File: src/rtl/ex_muldiv_unit.sv
// Purpose     : iterative RV M-extension unit (MUL/MULH/MULHSU/MULHU/DIV/DIVU/REM/REMU) beside the EX ALU.
// Latency     : XLEN+1 cycles from accept to valid_o; divide-by-zero / signed overflow resolve in 1 cycle.
// Backpressure: ready_o only in IDLE; the result is held in DONE until ready_i, then the unit returns to IDLE.
//
// Ports:
//   clk, rst (sync, active-high), flush_i (kills in-flight op, blocks a same-cycle accept)
//   upstream  : valid_i / ready_o, op_i, r1_data_i, r2_data_i, w_enable_i, w_addr_i
//   downstream: valid_o / ready_i, w_enable_o (qualified by valid_o), w_addr_o, w_data_o
module ex_muldiv_unit #(
    parameter int XLEN       = 32,
    parameter int REG_ADDR_W = 5
) (
    input  logic                  clk,
    input  logic                  rst,
    input  logic                  flush_i,
    input  logic                  valid_i,
    output logic                  ready_o,
    input  logic [2:0]            op_i,
    input  logic [XLEN-1:0]       r1_data_i,
    input  logic [XLEN-1:0]       r2_data_i,
    input  logic                  w_enable_i,
    input  logic [REG_ADDR_W-1:0] w_addr_i,
    output logic                  valid_o,
    input  logic                  ready_i,
    output logic                  w_enable_o,
    output logic [REG_ADDR_W-1:0] w_addr_o,
    output logic [XLEN-1:0]       w_data_o
);

    localparam int CW = $clog2(XLEN) + 1;

    localparam logic [2:0] OP_MUL    = 3'd0;
    localparam logic [2:0] OP_MULH   = 3'd1;
    localparam logic [2:0] OP_MULHSU = 3'd2;
    localparam logic [2:0] OP_MULHU  = 3'd3;
    localparam logic [2:0] OP_DIV    = 3'd4;
    localparam logic [2:0] OP_DIVU   = 3'd5;
    localparam logic [2:0] OP_REM    = 3'd6;
    localparam logic [2:0] OP_REMU   = 3'd7;

    localparam logic [XLEN-1:0] MIN_INT = {1'b1, {(XLEN-1){1'b0}}};

    typedef enum logic [1:0] {S_IDLE, S_CALC, S_DONE} state_t;

    state_t                state, state_nxt;
    logic [2:0]            op_q;
    logic                  wen_q;
    logic [REG_ADDR_W-1:0] addr_q;
    logic [XLEN-1:0]       b_q;       // multiplicand for MUL*, divisor for DIV*/REM*
    logic [2*XLEN-1:0]     acc_q;     // {partial hi, multiplier} or {remainder, dividend/quotient}
    logic                  s1_q, s2_q;
    logic [CW-1:0]         cnt_q;
    logic [XLEN-1:0]       res_q;

    // ---------------- accept-side decode ----------------
    logic            is_div, sgn1, sgn2, s1_in, s2_in;
    logic [XLEN-1:0] a_mag, b_mag;
    logic            div_zero, div_ovf, special;
    logic [XLEN-1:0] special_res;
    logic            accept, last;

    always_comb begin
        is_div   = op_i[2];
        sgn1     = (op_i == OP_MUL) || (op_i == OP_MULH) || (op_i == OP_MULHSU) ||
                   (op_i == OP_DIV) || (op_i == OP_REM);
        sgn2     = (op_i == OP_MUL) || (op_i == OP_MULH) ||
                   (op_i == OP_DIV) || (op_i == OP_REM);
        s1_in    = sgn1 & r1_data_i[XLEN-1];
        s2_in    = sgn2 & r2_data_i[XLEN-1];
        a_mag    = s1_in ? -r1_data_i : r1_data_i;
        b_mag    = s2_in ? -r2_data_i : r2_data_i;
        div_zero = is_div && (r2_data_i == '0);
        div_ovf  = ((op_i == OP_DIV) || (op_i == OP_REM)) &&
                   (r1_data_i == MIN_INT) && (r2_data_i == '1);
        special  = div_zero | div_ovf;
        special_res = '0;
        if (div_zero)
            special_res = op_i[1] ? r1_data_i : '1;   // REM/REMU return dividend
        else if (div_ovf)
            special_res = op_i[1] ? '0 : MIN_INT;
    end

    assign accept = valid_i & ready_o & ~flush_i;
    assign last   = (cnt_q == CW'(XLEN - 1));

    // ---------------- one iteration of either datapath ----------------
    logic [XLEN:0]     mul_sum;
    logic [XLEN:0]     div_trial;
    logic [2*XLEN-1:0] mul_nxt, div_nxt, acc_nxt, prod;
    logic [XLEN-1:0]   quo, rem, final_res;

    always_comb begin
        // shift-add: add multiplicand into the high half when the current multiplier bit is set,
        // then shift the whole accumulator right (carry enters the top)
        mul_sum   = {1'b0, acc_q[2*XLEN-1:XLEN]} + (acc_q[0] ? {1'b0, b_q} : '0);
        mul_nxt   = {mul_sum, acc_q[XLEN-1:1]};
        // restoring divide: the shifted remainder needs XLEN+1 bits before the trial subtract
        div_trial = acc_q[2*XLEN-1:XLEN-1] - {1'b0, b_q};
        div_nxt   = div_trial[XLEN] ? {acc_q[2*XLEN-2:0], 1'b0}
                                    : {div_trial[XLEN-1:0], acc_q[XLEN-2:0], 1'b1};
        acc_nxt   = op_q[2] ? div_nxt : mul_nxt;

        prod = (s1_q ^ s2_q) ? -acc_nxt : acc_nxt;
        quo  = (s1_q ^ s2_q) ? -acc_nxt[XLEN-1:0] : acc_nxt[XLEN-1:0];
        rem  = s1_q ? -acc_nxt[2*XLEN-1:XLEN] : acc_nxt[2*XLEN-1:XLEN];

        case (op_q)
            OP_MUL:                       final_res = prod[XLEN-1:0];
            OP_MULH, OP_MULHSU, OP_MULHU: final_res = prod[2*XLEN-1:XLEN];
            OP_DIV, OP_DIVU:              final_res = quo;
            default:                      final_res = rem;
        endcase
    end

    // ---------------- FSM: state register ----------------
    always_ff @(posedge clk) begin
        if (rst) state <= S_IDLE;
        else     state <= state_nxt;
    end

    // ---------------- FSM: next state ----------------
    always_comb begin
        state_nxt = state;
        if (flush_i) begin
            state_nxt = S_IDLE;
        end else begin
            case (state)
                S_IDLE:  if (accept) state_nxt = special ? S_DONE : S_CALC;
                S_CALC:  if (last)   state_nxt = S_DONE;
                S_DONE:  if (ready_i) state_nxt = S_IDLE;
                default: state_nxt = S_IDLE;
            endcase
        end
    end

    // ---------------- FSM: outputs ----------------
    always_comb begin
        ready_o    = (state == S_IDLE);
        valid_o    = (state == S_DONE);
        w_enable_o = wen_q & (state == S_DONE);
        w_addr_o   = addr_q;
        w_data_o   = res_q;
    end

    // ---------------- datapath registers ----------------
    always_ff @(posedge clk) begin
        if (rst) begin
            op_q   <= '0;
            wen_q  <= 1'b0;
            addr_q <= '0;
            b_q    <= '0;
            acc_q  <= '0;
            s1_q   <= 1'b0;
            s2_q   <= 1'b0;
            cnt_q  <= '0;
            res_q  <= '0;
        end else if (flush_i) begin
            cnt_q <= '0;
        end else if (accept) begin
            op_q   <= op_i;
            wen_q  <= w_enable_i;
            addr_q <= w_addr_i;
            s1_q   <= s1_in;
            s2_q   <= s2_in;
            b_q    <= is_div ? b_mag : a_mag;
            acc_q  <= {{XLEN{1'b0}}, (is_div ? a_mag : b_mag)};
            cnt_q  <= '0;
            if (special) res_q <= special_res;
        end else if (state == S_CALC) begin
            acc_q <= acc_nxt;
            cnt_q <= cnt_q + CW'(1);
            if (last) res_q <= final_res;
        end
    end

endmodule

File: config.mk
export PLATFORM = sky130hd
export DESIGN_NAME = ex_muldiv_unit
export DESIGN_NICKNAME = d
export VERILOG_FILES = /design/src/rtl/ex_muldiv_unit.sv
export SDC_FILE = /design/constraint.sdc
export NUM_CORES = 1
export LEC_CHECK = 0
export ABC_CLOCK_PERIOD_IN_PS = 5600
export BUFFER_PORTS_ARGS = -buffer_cell sky130_fd_sc_hd__buf_2
export CAP_MARGIN = 5
export CORE_MARGIN = 2
export CORE_UTILIZATION = 55
export CTS_CLUSTER_DIAMETER = 150
export DETAILED_ROUTE_END_ITERATION = 8
export PLACE_DENSITY = 0.87
export SYNTH_ARGS = -nofsm -noshare
export SYNTH_HDL_FRONTEND = slang
export SYNTH_SLANG_ARGS = --single-unit
export TNS_END_PERCENT = 100
File: constraint.sdc
create_clock -name clk -period 5.6 [get_ports clk]
set_input_delay 0.28 -clock clk [delete_from_list [all_inputs] [get_ports clk]]
set_output_delay 0.28 -clock clk [all_outputs]
set_load 0.02 [all_outputs]
==> results of run 1 <==
## cell type report
type | count | area, um^2
Clock buffer | 19 | 453
Inverter | 71 | 267
Timing Repair Buffer | 213 | 1340
Tap cell | 390 | 488
Fill cell | 2800 | 11300
Multi-Input combinational cell | 2022 | 12700
Sequential cell | 147 | 2950
Clock inverter | 13 | 148
## power breakdown
group | leakage, nW | switching [mW] | internal (mW)
sequential | 1.20 | 0.0434 | 1.08
combinational | 5.67 | 0.860 | 0.425
clock | 0.279 | 0.558 | 0.685
## metal layers
metal / up-vias / part of all wire (%) / GRT usage (%)
met2: 1344 / 43 / 66.2
li1: 8971 / - / -
met3: 290 / 12 / 10.3
met5: - / 0 / 0
met1: 9296 / 39 / 56.1
met4: 0 / 7.1 / 26.9
## synthesized netlist by cell type, types with 8 or more instances
| cell type | instances |
|---|---|
| nand4_1 | 39 |
| o21ai_0 | 149 |
| or2_2 | 18 |
| nor2_1 | 266 |
| ha_1 | 70 |
| a31oi_1 | 40 |
| nor4_1 | 28 |
| a311oi_1 | 14 |
| or3_1 | 30 |
| a21oi_2 | 8 |
| o31ai_1 | 24 |
| mux2i_1 | 50 |
| a211oi_1 | 52 |
| o211ai_1 | 74 |
| nor3_1 | 101 |
| a21boi_0 | 9 |
| a21oi_1 | 233 |
| o41ai_1 | 9 |
| nand3_1 | 28 |
| xnor2_1 | 114 |
| o21bai_1 | 10 |
| o21a_1 | 21 |
| buf_2 | 13 |
| clkbuf_1 | 133 |
| dfxtp_1 | 147 |
| o221ai_1 | 10 |
| nand2_1 | 251 |
| a221oi_1 | 11 |
| nor2b_1 | 12 |
| a2111oi_0 | 12 |
| nand2b_1 | 21 |
| a21o_1 | 17 |
| inv_1 | 69 |
| buf_1 | 12 |
| o31a_1 | 8 |
| xor2_1 | 69 |
| and2_1 | 52 |
| or4_1 | 10 |
| o22ai_1 | 10 |
| and3_1 | 19 |
| a22oi_1 | 30 |
## registers in the layout, summed over array words and instances (netlist names)
name and flops:
acc_q 64, s1_q 1, w_data_o 32, state 2
b_q 32, cnt_q 6, s2_q 1, op_q 3
w_addr_o 5, wen_q 1
## logic make-up (layout without fill, tap and decap cells)
logic type               after synthesis  after routing  share of synthesized area [%]
AO/OA/AOI/OAI                        811            811                           32.1
XOR/XNOR                             183            183                           9.71
buffers and inverters                233            316                           5.55
multiplexers                          56             56                           3.46
AND/OR/NAND/NOR                      900            900                           25.8
flip-flops                           147            147                           17.8
adder cells (fa/ha/maj)               72             72                           5.55
## how the worst min path moves through the flow
stage | from | to | slack (ns)
6_report | w_addr_i[4] | w_addr_o[4]$_SDFFE_PP0P_ | 0.05
5_1_grt | w_addr_i[4] | w_addr_o[4]$_SDFFE_PP0P_ | 0.06
4_1_cts | w_addr_i[4] | w_addr_o[4]$_SDFFE_PP0P_ | 0.05
3_5_place_dp | w_addr_o[3]$_SDFFE_PP0P_ | w_addr_o[3]$_SDFFE_PP0P_ | 0.44
3_3_place_gp | w_addr_o[0]$_SDFFE_PP0P_ | w_addr_o[0]$_SDFFE_PP0P_ | 0.44
2_1_floorplan | w_enable_i | wen_q$_SDFFE_PP0P_ | 0.42
## per-stage QoR
stage	instances	setup TNS [ns]	hold slack [ns]	setup slack [ns]
after floorplan	2402	0	0.416	0.326
after global placement	2842	0	0.439	0.305
after detailed placement	2842	0	0.445	0.246
after CTS	2874	0	0.0472	0.218
after global routing	2875	-0.00674	0.0635	-0.00674
final	2875	0	0.0531	0.195
## timing repair
action / in CTS / in global routing
gates resized for setup: 0 / 12
buffers inserted: 0 / 1
endpoints found under the setup margin: 0 / 16
hold buffers: 0 / 0
## critical path, delay by kind of cell (launching register included)
family / cells / cell delay [ns]
AND/OR/NAND/NOR: 8 / 1.77
adder cells (fa/ha/maj): 3 / 0.75
AO/OA/AOI/OAI: 7 / 2.13
flip-flops: 1 / 0.31
buffers and inverters: 3 / 0.21
XOR/XNOR: 1 / 0.09
==> results.ini, run 1 <==
[timing]
slew_viol_final = 0
finalSetupViolations = 0
relSlewSlack_pct = 24.2
min_period_ns = 5.40
fin_skew_ns = 0.0141
worst-slew-pin-transition_ns = 1.13
clock.fmax_mhz = 185
finalCritPeriodShare_pct = 96.5
hold_viol = 0

[outcome]
outcome = complete, no violations

[synth]
synth-edff-count = 0
netlist_area_mm2 = 0.0165
ys_seq_area_share_pct = 17.8
syn_nets = 2552
syn-instance-count = 2402
synth_top_area_share_pct = 17.8
ys_seq_elements = 147
ys_types = 89
synth_area_leader_cell = dfxtp_1
yosys_warnings = 0
syn_avg_cell_area_um2 = 6.87
synth_flop_cell = dfxtp_1
yosys-top-cells-area = dfxtp_1 (18%), a21oi_1 (7.1%), nor2_1 (6.0%), xnor2_1 (6.0%), nand2_1 (5.7%)
async_flop_share_pct = 0

[critical_path]
start_kind = register
endpoint = w_data_o[6]$_SDFFE_PP0P_
slowest_delay_ns = 0.62
crit_fanout = 8
r2r_setup_slack_ns = 0.20
cp-end-kind = register
cp_common_cell = inv_1
crit_type = reg2reg
crit_slowest_cell = a222oi_1
worstPathArrival_ns = 5.73
crit_required_ns = 5.93
cp-startpoint = acc_q[31]$_SDFFE_PP0P_
reg2reg_from = acc_q[31]$_SDFFE_PP0P_
crit_chain = inv_1 -> ha_1 -> inv_1 -> fa_1 -> a211o_1 -> nand3_2 -> a21oi_2 -> o21a_2 -> or3_1 -> a31o_2 -> inv_1 -> ha_1 -> nand2_1 -> or3_4 -> nor2_1 -> nand3_1 -> o21ai_0 -> xnor2_1 -> a222oi_1 -> o21ai_0 -> nor2_1 -> nor3_1
worstRegToRegCells = 22
r2r_end = w_data_o[6]$_SDFFE_PP0P_

[place]
dp_hpwl_um = 54400
place.gp.congestion = 1.06
port_buffers = 117
dpl_cell_area_mm2 = 0.0177

[grt]
overflow = 0
antenna_found_initial = 0
grt_max_degree = 91
grt_use_total_pct = 43.8
first_global_vias = 17700
grt_pass1_wl_um = 105000

[drt]
drt-initial-drc-count = 3106
remaining_drc_errors = 0
first_pass_iters = 7
finalWirelength_um = 70500
ant_nets = 0
via_per_inst = 6.92
wl_per_cell_um = 24.5
num_vias = 19900

[power_and_ir_drop]
power_mw = 3.65
power_density_mw_per_mm2 = 199
p_leak_nw = 7.15
irDropWorstVdd_uv = 281

[finish]
fin_area_mm2 = 0.0184
fin_nets = 2622
layout_common_cells = nor2_1 (265), nand2_1 (251), a21oi_1 (231)
postLayoutCoreUtil_pct = 62.0
drive_gt1_share_pct = 12.5
diodes = 0
layout_commonest_cell = nor2_1
syn2layout_area_growth_pct = 11.3

[floorplanning]
num_io_pins = 118
fp.dieH_um = 177
core-area_mm2 = 0.0296
die_area_mm2 = 0.0314
row_count = 63
start_util_pct = 55.7
die_x_um = 177

[clock_network]
cts_buffer_depth = 2
cts-root-buf = clkbuf_16
path_clk_slew_ns = 0.07
htree_levels = 4
cts_buffers = 17
clock-sinks = 147
cts_tree = yes
insertion_delay_ns = 0.47

[min_path]
hold_path_depth = 3
hp-class = in2reg

[run]
maxCapViolations = 0

No activity file was read; power rests on OpenSTA's default activity.
==> inputs of run 2 (changes only) <==
CORE_UTILIZATION = 45   (was 55)
PLACE_DENSITY = 0.75   (was 0.87)
REMOVE_ABC_BUFFERS = 1   (was default)
==> run 2 against run 1 <==
Net effect: wire length is 4.6% lower; register-to-register slack better by 0.16 ns; global-route usage is 9.5 points lower; hold slack better by 0.0043 ns; utilization is 12 points lower; die area is 22% higher; maximum frequency is 3.1% higher; critical path depth is 2 lower; cell area is 0.12% lower; sequential power hardly changed; largest cell class unchanged; highest routed layer unchanged.
==> results.ini, run 2 (same netlist as run 1, synthesis figures left out) <==
[finish]
final.fill_count = 3653
layout_common_cells = nor2_1 (265), nand2_1 (251), a21oi_1 (233)
top_register = acc_q
diodes = 0
layout_commonest_cell = nor2_1
final_cells = 2942
largest_register_ffs = 64
drive_gt1_share_pct = 11.9
fin_area_mm2 = 0.0184
fin_nets = 2611
syn2layout_area_growth_pct = 11.2

[clock_network]
cts_setup_buffers = 0
insertion_delay_ns = 0.45
cts_buffers = 17
path_clk_slew_ns = 0.07
cts_tree = yes
holdBufCountCts = 0
cts-root-buf = clkbuf_16
clock-sinks = 147
cts_buffer_depth = 2
cts_resized = 0
htree_levels = 4

[floorplanning]
start_util_pct = 45.4
fp.dieH_um = 196
core-area_mm2 = 0.0363
row_count = 70
die_x_um = 196
num_io_pins = 118
die_area_mm2 = 0.0382

[critical_path]
start_kind = register
worstPathArrival_ns = 5.53
path_depth = 20
worst_path_dominant_cell_family = compound AO/OA/AOI/OAI gates
cp-end-kind = register
crit_chain = ha_1 -> inv_1 -> fa_1 -> a211o_1 -> nand3_2 -> a21oi_2 -> o21a_2 -> or3_1 -> a31o_2 -> inv_1 -> ha_1 -> nand2_1 -> or3_1 -> nor4_1 -> and3_1 -> a21oi_1 -> xnor2_1 -> o21ai_0 -> a21boi_0 -> a211oi_1
crit_type = reg2reg
cp-startpoint = b_q[0]$_SDFFE_PP0P_
critPathBufInv = 2
worstRegToRegCells = 20
slowest_delay_ns = 0.49
reg2reg_from = b_q[0]$_SDFFE_PP0P_
crit_fanout = 8
crit_required_ns = 5.88
crit_slowest_cell = a21boi_0
r2r_setup_slack_ns = 0.36

[grt]
grt_max_degree = 91
grt_use_total_pct = 34.2
grtUsageMet3_pct = 5.46
first_global_vias = 17800
overflow = 0
antenna_found_initial = 0
grt-busiest-layer = met2
gr-usage-met2_pct = 54.4
grt_pass1_wl_um = 102000
met1_usage_pct = 46.0

[drt]
first_pass_iters = 6
finalWirelength_um = 67300
drt-initial-drc-count = 2390
remaining_drc_errors = 0
num_vias = 19300
via_per_inst = 6.55
ant_nets = 0
wl_per_cell_um = 22.9

[timing]
hold_viol = 0
clock.fmax_mhz = 191
finalCritPeriodShare_pct = 93.6
min_period_ns = 5.24
worst-slew-pin-transition_ns = 1.38
relSlewSlack_pct = 8.16
finalSetupViolations = 0
fin_skew_ns = 0.0132
rsz0062_at_grt = false
slew_viol_final = 0

[power_and_ir_drop]
internal_power_mw = 2.25
irDropWorstVdd_uv = 172
p_leak_nw = 7.10
power_density_mw_per_mm2 = 198
clkPwrFrac_pct = 34.8
power.net_switching_mw = 1.39
combPwrFrac_pct = 34.4
p_sw_share_pct = 38.3
pwr-share-seq_pct = 30.8

[place]
port_buffers = 117
place.gp.congestion = 1.02
dpl_cell_area_mm2 = 0.0177
dp.cells = 2910
dp_hpwl_um = 52100

[min_path]
hp-class = in2reg
hold_path_depth = 3
hold_start = w_enable_i

[outcome]
outcome = complete, no violations

[run]
maxCapViolations = 0

==> run 2: cell types whose count changed in the layout (fill, tap and decap cells not counted), moves of 2 or more <==
cell,change
clkinvlp_4,-2
a21oi_2,-2
o21ai_2,+2
a21oi_1,+2
buf_12,-2
clkinv_2,+2
buf_4,-8
clkinv_4,-2
==> run 2: path summary, 6_finish.rpt <==
kind                                                  end
worst max register to register  w_data_o[12]$_SDFFE_PP0P_
worst min-delay path                   wen_q$_SDFFE_PP0P_
worst max-delay path            w_data_o[12]$_SDFFE_PP0P_
worst min register to register   w_addr_o[2]$_SDFFE_PP0P_
==> run 2: stage by stage <==
stage / worst slack, ns / utilization [%] / power [mW] / setup TNS [ns] / hold WS (ns)
after global routing: 0.0191 / 50.5 / 3.77 / 0 / 0.0665
final: 0.356 / 50.5 / 3.64 / 0 / 0.0573
after detailed placement: 0.360 / 48.8 / 2.35 / 0 / 0.448
after floorplan: -1.43 / - / 1.90 / -22.51 / 0.349
after CTS: 0.334 / 50.5 / 3.60 / 0 / 0.0509
after global placement: 0.430 / 48.8 / 2.34 / 0 / 0.441
==> run 2: routing by layer <==
| layer | share of wire (%) | up-vias |
|---|---|---|
| met2 | 44 | 1072 |
| met1 | 42 | 9046 |
| met3 | 9.9 | 195 |
| met4 | 4.5 | 0 |
| met5 | 0 | - |
| li1 | - | 8954 |
==> run 2: tightest hold or removal path, cell delays in order <==
cell     delay, ns
buf_2         0.09
nand2_1       0.04
a21oi_1       0.05
==> run 2: cell type report <==
cell class,count,area (um^2),share of cell area (%)
Clock buffer,21,470,2.56
Clock inverter,11,149,0.811
Inverter,71,267,1.45
Multi-Input combinational cell,2022,12700,69.3
Sequential cell,147,2950,16.0
Tap cell,468,586,3.19
Timing Repair Buffer,202,1230,6.68
==> run 2: power groups by stage <==
| stage | combinational (mW) | sequential (mW) | clock (mW) |
|---|---|---|---|
| 2_1_floorplan | 0.756 | 1.14 | 0 |
| 3_3_place_gp | 1.20 | 1.14 | 0 |
| 3_5_place_dp | 1.21 | 1.14 | 0 |
| 4_1_cts | 1.21 | 1.12 | 1.26 |
| 5_1_grt | 1.34 | 1.12 | 1.30 |
| 6_report | 1.25 | 1.12 | 1.27 |
